<file path="src/rtl/seq_det_piso.sv">
// seq_det_piso: parallel-in/serial-out bit feeder for the 1010 sequence
// detector. Words arrive on a valid/ready handshake and leave one bit per
// clock on a registered x, with a one-word holding register so that
// back-to-back words stream without a gap bit.
//
// state | meaning
// ------+-------------------------------------------------------------
// IDLE  | nothing to shift; x = IDLE_BIT, x_valid = 0
// SHIFT | a word is on x; cnt = bits still to come after the current one
module seq_det_piso #(
  parameter int WIDTH     = 8,
  parameter bit MSB_FIRST = 1'b1,
  parameter bit IDLE_BIT  = 1'b0
) (
  input  logic             clk,
  input  logic             rst,
  input  logic [WIDTH-1:0] din,
  input  logic             din_valid,
  output logic             din_ready,
  output logic             x,
  output logic             x_valid,
  output logic             word_done,
  output logic             busy
);

  localparam int            CW   = (WIDTH > 2) ? $clog2(WIDTH) : 1;
  localparam logic [CW-1:0] LAST = CW'(WIDTH - 1);
  localparam logic [CW-1:0] ONE  = CW'(1);

  typedef enum logic {
    IDLE  = 1'b0,
    SHIFT = 1'b1
  } state_t;

  state_t           state;
  logic [WIDTH-1:0] sr;
  logic [WIDTH-1:0] sr_adv;
  logic [WIDTH-1:0] hold;
  logic [CW-1:0]    cnt;
  logic             hold_full;
  logic             accept;

  // Bit of a word that goes onto x first.
  function automatic logic lead_bit(input logic [WIDTH-1:0] w);
    return MSB_FIRST ? w[WIDTH-1] : w[0];
  endfunction

  // Ready is held low during reset so no word is taken while state is cleared.
  assign din_ready = rst & ~hold_full;
  assign accept    = din_valid & din_ready;
  assign busy      = x_valid | hold_full;

  // Shift register contents after the current bit has been consumed.
  always_comb begin
    sr_adv = MSB_FIRST ? {sr[WIDTH-2:0], 1'b0} : {1'b0, sr[WIDTH-1:1]};
  end

  // Serialiser FSM; x, x_valid and word_done are computed for the next cycle
  // so that the detector sees clean register outputs.
  always_ff @(posedge clk or negedge rst) begin
    if (!rst) begin
      state     <= IDLE;
      sr        <= '0;
      hold      <= '0;
      cnt       <= '0;
      hold_full <= 1'b0;
      x         <= IDLE_BIT;
      x_valid   <= 1'b0;
      word_done <= 1'b0;
    end else begin
      case (state)
        IDLE: begin
          word_done <= 1'b0;
          if (accept) begin
            state   <= SHIFT;
            sr      <= din;
            cnt     <= LAST;
            x       <= lead_bit(din);
            x_valid <= 1'b1;
          end else begin
            x       <= IDLE_BIT;
            x_valid <= 1'b0;
          end
        end

        SHIFT: begin
          if (cnt != '0) begin
            sr        <= sr_adv;
            cnt       <= cnt - ONE;
            x         <= lead_bit(sr_adv);
            word_done <= (cnt == ONE);
            if (accept) begin
              hold      <= din;
              hold_full <= 1'b1;
            end
          end else if (hold_full) begin
            // Last bit on x and a word is waiting: continue without a gap.
            sr        <= hold;
            cnt       <= LAST;
            hold_full <= 1'b0;
            x         <= lead_bit(hold);
            word_done <= 1'b0;
          end else if (accept) begin
            // Word arrives exactly on the last bit: bypass the holding register.
            sr        <= din;
            cnt       <= LAST;
            x         <= lead_bit(din);
            word_done <= 1'b0;
          end else begin
            state     <= IDLE;
            x         <= IDLE_BIT;
            x_valid   <= 1'b0;
            word_done <= 1'b0;
          end
        end

        default: begin
          state     <= IDLE;
          x         <= IDLE_BIT;
          x_valid   <= 1'b0;
          word_done <= 1'b0;
        end
      endcase
    end
  end

endmodule

</file>
<file path="config.mk">
export PLATFORM = sky130hd
export DESIGN_NAME = seq_det_piso
export DESIGN_NICKNAME = d
export VERILOG_FILES = /design/src/rtl/seq_det_piso.sv
export SDC_FILE = /design/constraint.sdc
export NUM_CORES = 1
export LEC_CHECK = 0
export ABC_AREA = 1
export ABC_CLOCK_PERIOD_IN_PS = 2400
export BUFFER_PORTS_ARGS = -buffer_cell sky130_fd_sc_hd__buf_2
export CAP_MARGIN = 40
export CORE_UTILIZATION = 50
export CTS_CLUSTER_DIAMETER = 40
export DETAILED_ROUTE_END_ITERATION = 10
export GPL_TIMING_DRIVEN = 0
export PLACE_DENSITY_LB_ADDON = 0.12
export SKIP_LAST_GASP = 1
export SLEW_MARGIN = 20
export SYNTH_ARGS = -nofsm -noshare
export SYNTH_HDL_FRONTEND = slang
export SYNTH_SLANG_ARGS = --single-unit
</file>
<file path="constraint.sdc">
create_clock -name clk -period 2.4 [get_ports clk]
set_input_delay 0.12 -clock clk [delete_from_list [all_inputs] [get_ports clk]]
set_output_delay 0.12 -clock clk [all_outputs]
set_load 0.1 [all_outputs]
</file>
==> impl_metrics.py, run 1 <==
metrics = {
    "routing": {
        "antenna_left": 0,
        "drc_errors": 0,
        "num_vias": 1116,
        "wirelength_um": 2847,
        "drt_first_iter_violations": 23,
        "avgViaCountPerCell": 5.027,
        "wl_per_cell_um": 12.82,
        "drt-pass1-iter-count": 4,
    },
    "synthesis": {
        "synth_mux_area_share_pct": 0,
        "ys_warn_count": 0,
        "synth-seq-area-share_pct": 44.23,
        "synth_xor_area_share_pct": 0,
        "syn_inst": 173,
        "synth-seq-cells": 23,
        "synth_top_family_by_area": "simple AND/OR/NAND/NOR gates",
        "synthAdderAreaFrac_pct": 2.885,
        "yosysUniqueCellTypes": 18,
        "yosys.area_share.simple_pct": 34.62,
        "syn-num-nets": 187,
        "syn_avg_cell_area_um2": 7.522,
        "synth_compound_area_share_pct": 4.615,
        "netlist_area_mm2": 0.001301,
    },
    "global_routing": {
        "busiest_layer": "met2",
        "grt_util_met1_pct": 32.21,
        "antenna_found_initial": 0,
        "grt.overflow.total": 0,
        "grt_usage_pct": 23.84,
        "grt_util_met2_pct": 38.19,
        "grt_max_degree": 25,
        "grt_pass1_wl_um": 4788,
        "use_met3_pct": 3.736,
        "grt_pass1_vias": 1037,
    },
    "finish": {
        "multiInputGateArea_um2": 548.0,
        "drive_gt1_share_pct": 15.63,
        "final_cells": 222,
        "final_area_mm2": 0.001445,
        "syn_to_final_growth_pct": 11.06,
        "regArea_um2": 575.6,
        "final_nets": 207,
        "num_antenna_cells": 0,
        "nFillCells": 259,
    },
    "timing": {
        "grt_setup_unrepaired": "false",
        "hold_violations": 0,
        "fin_crit_ns": 1.980,
        "worst_pin_slew_ns": 0.5524,
        "fin_ws_ns": 0.4196,
        "finalSetupTns_ns": 0,
        "fmax_mhz": 505.0,
        "fin_skew_ns": 0.004565,
        "slew_headroom_pct": 63.17,
        "drv_slew": 0,
        "setup_viol": 0,
        "min_period_over_period_pct": 82.52,
    },
    "clock_network": {
        "post_cts_buffers": 0,
        "clk_pin_slew_ns": 0.13,
        "cts_max_level": 1,
        "cts_sinks": 23,
        "cts_buffers": 3,
        "cts_hold_buf": 1,
        "clock-root-buffer": "clkbuf_4",
        "clk-insertion-delay-late_ns": 0.31,
        "ctsResizeCount": 0,
        "clockBufferDepth": 2,
        "cts_tree": "done",
    },
    "power_and_ir_drop": {
        "p_leak_nw": 0.8155,
        "total_power_mw": 1.973,
        "vdd_ir_drop_max_mv": 1.004,
        "p_per_area_mw_per_mm2": 1365,
    },
    "setup_path": {
        "cp-start-kind": "input port",
        "critPathCaptureType": "output pin",
        "reg2reg_depth": 7,
        "required_ns": 2.28,
        "crit_type": "input port to output pin",
        "cp_max_fo": 24,
        "cp.arrival_ns": 1.86,
    },
    "place": {
        "place.gp.congestion": 0.8000,
        "place_inst": 217,
        "io_buffer_count": 14,
        "place_ws_ns": 0.8840,
        "dpl_cell_area_mm2": 0.001409,
        "dp_hpwl_um": 1932,
    },
    "die": {
        "ios": 16,
        "core-area_mm2": 0.002477,
        "initial_utilization_pct": 52.53,
        "die_x_um": 53.02,
        "fp.dieH_um": 53.02,
        "rows": 18,
        "die_area_mm2": 0.002811,
    },
    "worst_hold_path": {
        "worstHoldPathCells": 3,
        "hp-class": "input port to flop",
    },
    "flow_run": {
        "cap_violations": 0,
    },
    "status": {
        "run_status": "complete, no violations",
    },
}
-- flip-flops by register name, summed over array words and instances (netlist names) --
| signal | flops |
|---|---|
| word_done | 1 |
| x_valid | 1 |
| sr | 7 |
| x | 1 |
| cnt | 3 |
| state | 1 |
| hold_full | 1 |
| hold | 8 |
-- cell families after synthesis --
| family | Yosys count |
|---|---|
| compound gates | 12 |
| simple gates | 100 |
| fa+ha+maj | 3 |
| flops | 23 |
| buf+inv | 35 |
-- worst max-delay path, stage by stage --
cell and delay (ns):
dlygate4sd3_1 0.52, buf_2 0.46, buf_6 0.24, nand2_1 0.06, inv_1 0.05, buf_2 0.41
-- through the flow --
| stage | hold WS, ns | util, % |
|---|---|---|
| final | 0.02375 | 58.33 |
| after global routing | 0.01192 | 58.33 |
| after CTS | 0.01737 | 58.33 |
| after detailed placement | 0.1353 | 56.87 |
| after global placement | 0.1361 | 56.87 |
| after floorplan | -0.1756 | - |
-- final timing paths --
check / start / to / slack, ns
setup / recovery: rst / din_ready / 0.42
hold / removal: din[7] / hold[7] / 0.02
setup reg to reg: cnt[0] / x_valid / 0.85
hold reg to reg: hold[7] / hold[7] / 0.52
max in group asynchronous: rst / sr[2] / 1.72
min in group asynchronous: rst / cnt[2] / 0.31
-- cell usage after synthesis --
library cell  count  share of area (%)
nand3_4           1                1.3
o21ai_0           7                2.7
buf_6             5                4.3
nand4_1           7                3.4
o21ai_1           2               0.77
nor3_1            4                1.5
nor2_1           21                6.1
buf_2             1               0.38
buf_4             2                1.2
ha_1              3                2.9
nor2_4            1               0.87
inv_1            26                7.5
a21oi_1           3                1.2
inv_2             1               0.29
dfrtp_1          23                 44
nand2_1          51                 15
nand3_1          13                5.0
nand2_4           2                1.7
-- cell usage in the layout, fill, tap and decap left out --
master and count:
nand2_1 51, clkbuf_1 1, dfrtp_1 23, nand2_4 2
buf_2 15, nand4_1 7, clkbuf_4 3, nand3_1 13
a21oi_1 3, inv_1 26, nor2_4 1, nor3_1 4
ha_1 3, o21ai_0 7, inv_2 1, nand3_4 1
dlygate4sd3_1 1, o21ai_1 2, buf_6 5, nor2_1 21
buf_4 2
-- cell type report --
| cell class | instances | area share, % |
|---|---|---|
| Sequential cell | 23 | 39.83 |
| Timing Repair Buffer | 15 | 5.541 |
| Tap cell | 30 | 2.597 |
| Clock buffer | 4 | 1.818 |
| Multi-Input combinational cell | 115 | 37.92 |
| Buffer | 8 | 5.281 |
| Inverter | 27 | 7.013 |
-- routing by layer --
metal  vias up  wire [um]
li1        569          -
met1       516       1482
met2        29       1252
met3         2         98
met4         0         13
met5         -          0
-- power by group --
part | internal, mW | switching, mW
clock | 0.0648 | 0.119
sequential | 0.560 | 0.0856
combinational | 0.315 | 0.829
total | 0.940 | 1.03
No activity file was read; power rests on OpenSTA's default activity.
==> inputs of run 2 (changes only) <==
- ABC_AREA: 1 -> 0
- ABC_CLOCK_PERIOD_IN_PS: 2400 -> 1600
- CORE_UTILIZATION: 50 -> 49
- clock period: 2.4 -> 1.6 ns (I/O delays scaled with it)
==> impl_metrics.py, run 2 <==
metrics = {
    "global_routing": {
        "grt.overflow.total": 0,
        "use_met3_pct": 3.704,
        "grt_max_degree": 24,
        "grt_usage_pct": 21.39,
        "grt_util_met2_pct": 34.68,
        "grt_pass1_vias": 856,
        "busiest_layer": "met2",
        "grt_util_met1_pct": 28.28,
        "antenna_found_initial": 0,
        "grt_pass1_wl_um": 3891,
    },
    "finish": {
        "final_nets": 146,
        "syn_to_final_growth_pct": 24.41,
        "top_register": "hold",
        "largest_reg_flops": 8,
        "drive_gt1_share_pct": 37.40,
        "top_regs": "hold: 8 flops, sr: 7 flops, cnt: 3 flops",
        "layout_commonest_cell": "dfrtp_1",
        "layout_common_cells": "dfrtp_1 (22), buf_2 (18), nand2_1 (15)",
        "final_cells": 158,
        "nFillCells": 188,
        "num_antenna_cells": 0,
    },
    "timing": {
        "grt_setup_unrepaired": "true",
        "min_period_over_period_pct": 96.61,
        "setup_viol": 0,
        "fmax_mhz": 646.9,
        "drv_slew": 0,
        "slew_headroom_pct": 66.34,
        "fin_ws_ns": 0.05422,
        "fin_skew_ns": 0.008812,
        "fin_crit_ns": 1.546,
        "hold_ws_ns": 0.01248,
        "worst_pin_slew_ns": 0.5049,
        "hold_violations": 0,
    },
    "place": {
        "place_inst": 141,
        "io_buffer_count": 15,
        "place.gp.congestion": 0.7027,
        "dp_hpwl_um": 1387,
        "place_ws_ns": -0.07619,
    },
    "synthesis": {
        "synth-seq-cells": 23,
        "async_flop_share_pct": 100.0,
        "synth.area.top_cells": "dfrtp_1 (52%), mux2_2 (9.2%), nand2_1 (5.1%), a32oi_1 (4.7%), ha_1 (3.4%)",
        "synth_top_family_by_area": "simple AND/OR/NAND/NOR gates",
        "ys.flop_type": "dfrtp_1",
        "syn-num-nets": 113,
        "yosys.area.top_type": "dfrtp_1",
        "synthAdderAreaFrac_pct": 3.390,
        "yosys.area_share.simple_pct": 16.38,
        "synth-seq-area-share_pct": 51.98,
        "ys_warn_count": 0,
        "syn_inst": 99,
        "yosysTopAreaCellShare_pct": 51.98,
        "yosysUniqueCellTypes": 30,
        "synth_compound_area_share_pct": 14.92,
        "synth_xor_area_share_pct": 0,
        "synth.most_common_cell": "dfrtp_1",
        "synth_commonest_cells": "dfrtp_1 (23), nand2_1 (15), mux2_2 (9)",
        "synth_mux_area_share_pct": 9.153,
        "synth-edff-count": 0,
        "netlist_area_mm2": 0.001107,
        "syn_avg_cell_area_um2": 11.18,
    },
    "die": {
        "die_area_mm2": 0.002454,
        "rows": 16,
        "die_x_um": 49.54,
        "ios": 16,
        "fp.dieH_um": 49.54,
        "core-area_mm2": 0.002042,
        "initial_utilization_pct": 54.23,
    },
    "setup_path": {
        "required_ns": 1.80,
        "crit_type": "flop to flop",
        "path_depth": 5,
        "crit_chain": "inv_2 > ha_4 > or2b_4 > nand3_4 > mux2_2",
        "cp_max_fo": 8,
        "critical-path-top-delay-family": "simple AND/OR/NAND/NOR gates",
        "crit_buf_inv": 1,
        "cp.arrival_ns": 1.75,
        "startpoint": "cnt[1]",
        "critPathMaxStageDelay_ns": 0.40,
        "critPathCaptureType": "flop",
        "crit_end": "hold[2]",
        "reg2reg_depth": 5,
        "crit-reg2reg-launch": "cnt[1]",
        "cp-start-kind": "flop",
        "rrSetupSlack_ns": 0.05,
        "timing.rr.end": "hold[2]",
        "crit_slowest_cell": "dfrtp_1",
    },
    "power_and_ir_drop": {
        "p_comb_share_pct": 53.6,
        "p_seq_share_pct": 36.9,
        "p_leak_nw": 0.6426,
        "p_per_area_mw_per_mm2": 2032,
        "vdd_ir_drop_max_mv": 1.337,
        "swShare_pct": 43.65,
        "p_clk_share_pct": 9.5,
        "p_int_mw": 1.578,
        "p_switching_mw": 1.222,
        "total_power_mw": 2.800,
    },
    "clock_network": {
        "clock-root-buffer": "clkbuf_4",
        "cts_max_level": 1,
        "clockBufferDepth": 2,
        "clk_pin_slew_ns": 0.13,
        "cts_tree": "done",
        "cts_buffers": 3,
        "cts_sinks": 23,
        "clk-insertion-delay-late_ns": 0.31,
    },
    "routing": {
        "drc_errors": 0,
        "avgViaCountPerCell": 5.190,
        "drt_first_iter_violations": 11,
        "wirelength_um": 2239,
        "num_vias": 820,
        "wl_per_cell_um": 14.17,
        "drt-pass1-iter-count": 4,
        "antenna_left": 0,
    },
    "status": {
        "run_status": "complete, no violations",
    },
    "worst_hold_path": {
        "hp-class": "input port to flop",
    },
    "flow_run": {
        "cap_violations": 0,
    },
}
==> run 2: cell type report <==
| type | count | area, um^2 | share of cell area, % |
|---|---|---|---|
| Sequential cell | 23 | 576.8 | 41.87 |
| Multi-Input combinational cell | 68 | 508.0 | 36.88 |
| Timing Repair Buffer | 28 | 180.2 | 13.08 |
| Buffer | 6 | 43.79 | 3.179 |
| Tap cell | 27 | 33.78 | 2.452 |
| Clock buffer | 3 | 22.52 | 1.635 |
| Inverter | 2 | 7.507 | 0.5450 |
| Clock inverter | 1 | 5.005 | 0.3633 |
==> run 2: logic make-up after synthesis <==
logic type,Yosys count
compound gates,24
fa+ha+maj,3
buf+inv,8
flops,23
mux,9
simple gates,32
==> run 2: routing by layer <==
metal	vias to the layer above	part of all wire, %	wire, um
met2	12	48	1074
met5	-	0	0
li1	420	-	-
met1	384	48	1084
met3	4	2.5	56
met4	0	1.1	24
==> run 2: per-stage QoR <==
| stage | setup TNS (ns) | area, um^2 | utilization, % |
|---|---|---|---|
| finish | 0 | 1378 | 67.46 |
| CTS | 0 | 1306 | 63.97 |
| global placement | -0.4109 | 1221 | 59.80 |
| global route | -0.01657 | 1378 | 67.46 |
| floorplan | 0 | 1112 | - |
| detailed placement | -0.7206 | 1221 | 59.80 |
==> run 2: worst reg2reg max path, cell delays in order (launching register included) <==
cell and delay [ns]:
dfrtp_1 0.40, inv_2 0.10, ha_4 0.15, or2b_4 0.29, nand3_4 0.13, mux2_2 0.35
==> run 2: what timing repair did <==
action / in CTS / in global routing
hold endpoints to repair: 27 / 24
pin swaps: 1 / 1
gates cloned: 0 / 1
setup buffers: 1 / 5
hold buffers: 4 / 2
gates resized for setup: 3 / 6
endpoints found under the setup margin: 17 / 15
==> run 2: worst min-delay path by stage <==
stage,start,endpoint,slack [ns],cells past startpoint
6_report,din[0],hold[0],0.01,2
5_1_grt,din[0],hold[0],0.003,2
4_1_cts,din[6],hold[6],0.002,2
3_5_place_dp,rst,cnt[1],0.1,1
3_3_place_gp,rst,cnt[1],0.09,1
2_1_floorplan,rst,cnt[0],-0.22,0
==> run 2: power groups by stage <==
| stage | Sequential (mW) | Combinational (mW) | Clock, mW |
|---|---|---|---|
| floorplan | 1.22 | 0.885 | 0 |
| global placement | 1.03 | 1.31 | 0 |
| detailed placement | 1.04 | 1.34 | 0 |
| CTS | 1.03 | 1.39 | 0.280 |
| global route | 1.07 | 1.63 | 0.302 |
| finish | 1.03 | 1.50 | 0.265 |
